## src/rtl/slice_reassembler.sv

```systemverilog
`timescale 1ns/1ps
// Purpose : rebuilds WORD_W-bit words from SLICE_W-bit slices (slice 0 = LSBs), checks framing, counts errored words.
// Latency : m_valid rises one cycle after the completing slice is accepted.
// Backpressure: non-final slices are always taken; a completing slice waits until the output register is free or draining.
//
// Ports:
//   clk, rst_n                 - clock, synchronous active-low reset
//   s_valid/s_ready/s_data/s_last - slice input stream (s_par: odd parity, only with SLICE_REASM_PARITY_EN)
//   m_valid/m_ready/m_data/m_err  - reassembled word output stream, m_err flags framing/parity error
//   err_cnt                    - saturating count of errored words loaded into the output register
// Build option: define SLICE_REASM_PARITY_EN to add the s_par input and per-beat odd-parity checking.
module slice_reassembler #(
  parameter int SLICE_W    = 12,
  parameter int NUM_SLICES = 3,
  parameter int WORD_W     = 41,
  parameter int ERR_CNT_W  = 8
) (
  input  logic                 clk,
  input  logic                 rst_n,
  input  logic                 s_valid,
  output logic                 s_ready,
  input  logic [SLICE_W-1:0]   s_data,
  input  logic                 s_last,
`ifdef SLICE_REASM_PARITY_EN
  input  logic                 s_par,
`endif
  output logic                 m_valid,
  input  logic                 m_ready,
  output logic [WORD_W-1:0]    m_data,
  output logic                 m_err,
  output logic [ERR_CNT_W-1:0] err_cnt
);

  localparam int ASM_W = NUM_SLICES * SLICE_W;
  localparam int IDX_W = (NUM_SLICES > 1) ? $clog2(NUM_SLICES) : 1;
  localparam logic [IDX_W-1:0] LAST_IDX = IDX_W'(NUM_SLICES - 1);

  typedef enum logic {
    ST_COLLECT = 1'b0,
    ST_RESYNC  = 1'b1
  } state_t;

  state_t                 r_state, w_state_nxt;
  logic [IDX_W-1:0]       r_idx, w_idx_nxt;
  logic [ASM_W-1:0]       r_asm, w_asm_nxt, w_asm_ins;
  logic                   r_m_valid;
  logic [WORD_W-1:0]      r_m_data;
  logic                   r_m_err;
  logic [ERR_CNT_W-1:0]   r_err_cnt;

  logic                   w_accept;
  logic                   w_at_last;
  logic                   w_complete;
  logic                   w_load;
  logic                   w_load_err;
  logic                   w_word_perr;
  logic [WORD_W-1:0]      w_word;

  assign w_at_last = (r_idx == LAST_IDX);

  // Only a beat that could finish a word (last index or s_last) needs the
  // output register; everything else, and every discarded beat, flows freely.
  assign s_ready  = (r_state == ST_RESYNC) || (!w_at_last && !s_last) || !r_m_valid || m_ready;
  assign w_accept = s_valid && s_ready;
  assign w_complete = w_accept && (r_state == ST_COLLECT) && (w_at_last || s_last);

`ifdef SLICE_REASM_PARITY_EN
  logic r_perr;
  logic w_beat_perr;

  assign w_beat_perr = ~(^{s_data, s_par});
  // Include the current beat so a bad final slice is flagged in its own word.
  assign w_word_perr = r_perr | w_beat_perr;

  always_ff @(posedge clk) begin
    if (!rst_n) begin
      r_perr <= 1'b0;
    end else if (w_accept && (r_state == ST_COLLECT)) begin
      r_perr <= w_complete ? 1'b0 : w_word_perr;
    end
  end
`else
  assign w_word_perr = 1'b0;
`endif

  // Next-state and datapath decode.
  always_comb begin
    w_state_nxt = r_state;
    w_idx_nxt   = r_idx;
    w_asm_nxt   = r_asm;
    w_load      = 1'b0;
    w_load_err  = 1'b0;

    // Current assembly with the presented slice dropped into its lane.
    w_asm_ins = r_asm;
    for (int i = 0; i < NUM_SLICES; i++) begin
      if (r_idx == IDX_W'(i)) begin
        w_asm_ins[i*SLICE_W +: SLICE_W] = s_data;
      end
    end
    // Bits above the slice lanes are always zero.
    w_word = WORD_W'(w_asm_ins);

    case (r_state)
      ST_COLLECT: begin
        if (w_accept) begin
          if (w_at_last || s_last) begin
            w_load     = 1'b1;
            // Clean only when the last lane and s_last coincide.
            w_load_err = !(w_at_last && s_last) || w_word_perr;
            w_idx_nxt  = '0;
            w_asm_nxt  = '0;
            if (!s_last) begin
              w_state_nxt = ST_RESYNC;
            end
          end else begin
            w_idx_nxt = r_idx + IDX_W'(1);
            w_asm_nxt = w_asm_ins;
          end
        end
      end
      ST_RESYNC: begin
        w_idx_nxt = '0;
        if (w_accept && s_last) begin
          w_state_nxt = ST_COLLECT;
        end
      end
      default: begin
        w_state_nxt = ST_COLLECT;
        w_idx_nxt   = '0;
      end
    endcase
  end

  always_ff @(posedge clk) begin
    if (!rst_n) begin
      r_state   <= ST_COLLECT;
      r_idx     <= '0;
      r_asm     <= '0;
      r_m_valid <= 1'b0;
      r_m_data  <= '0;
      r_m_err   <= 1'b0;
      r_err_cnt <= '0;
    end else begin
      r_state <= w_state_nxt;
      r_idx   <= w_idx_nxt;
      r_asm   <= w_asm_nxt;

      // A load while draining keeps m_valid high with the new word.
      if (w_load) begin
        r_m_valid <= 1'b1;
        r_m_data  <= w_word;
        r_m_err   <= w_load_err;
      end else if (m_ready) begin
        r_m_valid <= 1'b0;
      end

      if (w_load && w_load_err && (r_err_cnt != {ERR_CNT_W{1'b1}})) begin
        r_err_cnt <= r_err_cnt + ERR_CNT_W'(1);
      end
    end
  end

  assign m_valid = r_m_valid;
  assign m_data  = r_m_data;
  assign m_err   = r_m_err;
  assign err_cnt = r_err_cnt;

endmodule

```

## config.mk

```make
export PLATFORM = sky130hd
export DESIGN_NAME = slice_reassembler
export DESIGN_NICKNAME = d
export VERILOG_FILES = /design/src/rtl/slice_reassembler.sv
export SDC_FILE = /design/constraint.sdc
export NUM_CORES = 1
export LEC_CHECK = 0
export ABC_AREA = 0
export CORE_ASPECT_RATIO = 1.75
export CORE_MARGIN = 3
export CORE_UTILIZATION = 25
export CTS_CLUSTER_DIAMETER = 30
export CTS_CLUSTER_SIZE = 16
export DETAILED_ROUTE_END_ITERATION = 10
export PLACE_DENSITY = 0.47
export SYNTH_ARGS = -nofsm -noshare
export SYNTH_HDL_FRONTEND = slang
export SYNTH_SLANG_ARGS = --single-unit
```

## constraint.sdc

```tcl
create_clock -name clk -period 4.77 [get_ports clk]
set_input_delay 1.431 -clock clk [delete_from_list [all_inputs] [get_ports clk]]
set_output_delay 1.431 -clock clk [all_outputs]
set_load 0.01 [all_outputs]
```

* Word-level counts from Yosys, hierarchy flattened *
Cells that the tools add are included.

storage, ports and cells
  input port bits = 17
  output and inout bits = 52
  word-level logic and storage cells = 51
  register bits after elaboration = 85

cells by class
  bitwise gates (word level) = 1
  multiplexer cells = 20
  reduce and logical (&&, ||, !) cells = 17
  equality and inequality tests = 4
  add/subtract/negate cells = 2

operators by type and width
  operator                                                               number
  12-bit two-way mux                                                     3
  36-bit two-way mux                                                     1
  1-bit two-way mux                                                      12
  8-bit by 1-bit adder with 8-bit output, second input constant          1
  8-bit != test, second input constant                                   1
  1-bit logical AND                                                      6
  1-bit zero test                                                        4
  1-bit logical OR                                                       4
  2-bit two-way mux                                                      2
  2-bit case mux with 2 select lines                                     1
  2-bit by 1-bit adder with 2-bit output, second input constant          1
  2-bit by 1-bit equality test with 1-bit output, second input constant  1
  2-bit equality test, second input constant                             1
  2-bit zero test                                                        1
  2-bit != test, second input constant                                   1
  1-bit case mux with 2 select lines                                     1
  2-bit AND reduction                                                    1
  2-bit nonzero test                                                     1
  1-bit NOT                                                              1

* Depth between registers and ports, before layout *
  depth after elaboration = 11
  mapped depth = 13
  mapped depth without buffers = 8

* Worst setup path after synthesis *
OpenSTA, ideal clock, no wires.

  path type = input -> output
  start = in s_last
  end = out s_ready
  data arrival time = 2.668 ns
  buffers on the path = 2
  required time = 3.339 ns
  path slack = 0.671 ns
  stages = 6
  cell sequence = inv_1 ha_1 clkbuf_1 or3b_1 buf_2 or2_2

between the ends
  cells in the longest elaborated chain, start to end = 5

RTL lines
  item                            RTL line  RTL
  from (decl)                     23        input logic s_last,
  1-bit zero test                 -
  1-bit logical AND               63        assign s_ready = (r_state == ST_RESYNC) || (!w_at_last && !s_last) || !r_m_valid || m_ready;
  1-bit logical OR (3 in series)  63
  to (decl)                       21        output logic s_ready,

No other way between the ends.

* Worst setup path after layout *
Ends and elaborated chain as after synthesis.

==> results.txt <==
Total global-route track usage = 12.63%
Final ANT Viol Nets = 0
Worst reg2reg path startpoint = r_idx[0]$_SDFFE_PN0P_
Die area = 15690 um2
Post-synthesis compound-gate area fraction = 20.70%
Worst-margin pin slew = 0.8952 ns
Largest family of logic cells by synthesized area = compound AO/OA/AOI/OAI gates
Ys async rst share = 0%
Final Max Slew Viols = 0
Maximum capacitance violations = 0
Cell variety after synth = 40
Clk slew on worst S/H paths = 0.06 ns
Grt total ovfl = 0
Die height = 163.5 um
Starting Density = 25.92%
Placed instance area = 4277 um2
Cell Int Power = 0.001250 W
RSZ-0062 raised after global routing = no
Clock Latency Late Sink = 0.33 ns
CTS Buf Count = 9
Fin crit share = 95.46%
TritonCTS clock tree = built
Setup crit end kind = output port
Yosys top cell by area = dfxtp_1
Part of the power in registers = 45.8%
Worst Path Max Fanout = 2
Switching power of the nets = 0.0003998 W
Drt drc = 0
Hold Crit Class = reg2reg
Wire per inst = 16.37 um
Max_slew headroom = 40.32%
Syn Std Cell Area = 3542 um2
Final setup TNS = 0 ns
Hold Path Sink = r_asm[7]$_SDFFE_PN0P_
Clk Tree Root Cell = clkbuf_16
Via density per instance = 4.799
CP Launch Type = input pin
Power share of the combinational group = 12.3%
Drt total wl = 9.526 mm
CTS sink cnt = 85
Finished Layout Cells = 582
PortBufs = 63
H-tree depth = 3
Clock Skew = 0.005162 ns
Post-route design area = 4567 um2
Synth-to-layout area growth = 28.93%
Synth Register Bits = 85
Cts hold-fix bufs = 0
Min-delay src = r_asm[7]$_SDFFE_PN0P_
Final Hold Viols = 0
Sw frac = 24.23%
I/O pins = 69
Register area share after synthesis = 48.04%
Internal reg-to-reg setup slack = 2.59 ns
Tmin final = 4.553 ns
DP Cell Count = 567
Total Nets Final = 427
Initial DRC count = 110
Largest cells by area after synthesis = dfxtp_1 (48%), mux2i_1 (10%), a211oi_1 (7.6%)
Vias in the first global route = 2689
Dpl ws = -0.001272 ns
Worst Path Arrival = 3.12 ns
Core Rows = 56
Ant. Diodes = 0
Post-synthesis mux area share = 10.46%
Synth warn = 0
Clk pwr share = 41.9%
RR Endpoint = r_asm[11]$_SDFFE_PN0P_
Post-synth top cells = dfxtp_1 (85), nor2_1 (56), mux2i_1 (37)
Core Footprint = 13660 um2
Fmax achieved = 219.6 MHz
Ys flop type = dfxtp_1
Post-Synth Simple-Gate Area = 12.65%
Clk buf depth = 2
Dpl hpwl = 6.692 mm
Initial antenna violation count = 0
First-pass GRT wire length = 14.89 mm
PwrDens = 361.3 nW/um2
Count leader, synth = dfxtp_1
CP Data Required Time = 3.34 ns
Leak = 1.618 nW
Worst vdd ir = 0.0001668 V
Setup Crit Path Kind = in2out
Status = completed
Synth Area in XOR/XNOR = 0%
Layout cells sized above 1 = 6.618%
Setup Viol. Count Final = 0
Worst Hold Depth = 1
Chip Width = 95.98 um
Post-Syn Instances = 354
Total number of vias = 2793
Largest net degree at the start of global routing = 58
Synth Area in Adders = 2.119%
Syn avg cell area = 10.01 um2
Worst-case reg-to-reg path depth = 8
Routability Congestion = 0.7135
EDFF count, synth = 0
Hold WS = 0.4747 ns
DR pass1 iterations = 4
Fin worst setup slack = 0.2168 ns
Share of the synthesized area in the top cell type = 48.04%
[how the worst max path moves through the flow]
| stage | from | end | slack [ns] |
|---|---|---|---|
| final | s_last | s_ready | 0.22 |
| after floorplan | s_last | s_ready | 0.67 |
| after global placement | s_last | s_ready | 0.04 |
| after global routing | s_last | s_ready | 0.13 |
| after detailed placement | s_last | s_ready | -0.001 |
| after CTS | s_last | s_ready | 0.19 |
[kinds of logic (layout without fill, tap and decap cells)]
logic type	after synthesis	in the layout
AO/OA/AOI/OAI	94	94
adder cells (fa/ha/maj)	6	6
buffers and inverters	41	91
flip-flops	85	85
multiplexers	37	37
other	1	5
AND/OR/NAND/NOR	90	90
[layout by cell type (no fill, tap or decap), types with 5 or more instances in the layout]
| cell | synthesis | final |
|---|---|---|
| a211oi_1 | 36 | 36 |
| a21oi_1 | 7 | 7 |
| a22o_1 | 21 | 21 |
| a22oi_1 | 11 | 11 |
| a32oi_1 | 5 | 5 |
| buf_4 | 11 | 7 |
| clkbuf_16 | 0 | 9 |
| clkdlybuf4s50_1 | 0 | 62 |
| conb_1 | 1 | 5 |
| dfxtp_1 | 85 | 85 |
| ha_1 | 6 | 6 |
| inv_1 | 5 | 5 |
| mux2i_1 | 37 | 37 |
| nand2b_1 | 6 | 6 |
| nand3_1 | 6 | 6 |
| nor2_1 | 56 | 56 |
[per-stage QoR]
stage,util (%),power (W)
3_3_place_gp,31.30,0.0009750
5_1_grt,33.42,0.001720
2_1_floorplan,-,0.0008832
6_report,33.42,0.001650
4_1_cts,33.42,0.001674
3_5_place_dp,31.30,0.0009773
[power by group through the flow]
stage	logic, W	registers (W)	clock network (W)
2_1_floorplan	0.000103	0.000780	0
3_3_place_gp	0.000203	0.000772	0
3_5_place_dp	0.000205	0.000772	0
4_1_cts	0.000206	0.000757	0.000711
5_1_grt	0.000220	0.000759	0.000741
6_report	0.000202	0.000756	0.000692
[flip-flops by register name, summed over array words and instances (netlist names)]
name     flops
r_asm       36
r_idx        2
m_valid      1
err_cnt      8
m_err        1
r_state      1
m_data      36
[layer usage]
layer	vias to the layer above	share of wire (%)	wire [um]	track usage, %
li1	1391	-	-	-
met3	11	3.1	292	2.028
met5	-	0	0	0
met2	60	53	5081	22.24
met1	1331	42	3984	14.87
met4	0	1.8	169	5.052
[timing repair]
item,4_1_cts,5_1_grt
setup buffers,0,0
gates resized for setup,1,0
endpoints found under the setup margin,1,0
[critical path, stage by stage]
cell             delay, ns
clkdlybuf4s50_1       0.48
inv_1                 0.06
ha_1                  0.20
or3b_1                0.39
or2_2                 0.28
dlygate4sd2_1         0.28
[area by class of cell]
| class | count | area [um2] |
|---|---|---|
| Clock buffer | 11 | 242.7 |
| Clock inverter | 4 | 48.80 |
| Fill cell | 1412 | 9096 |
| Timing Repair Buffer | 70 | 681.9 |
| Inverter | 6 | 22.52 |
| Tap cell | 174 | 217.7 |
| Sequential cell | 85 | 1702 |
| Multi-Input combinational cell | 232 | 1652 |
(Power assumes the default switching activity.)
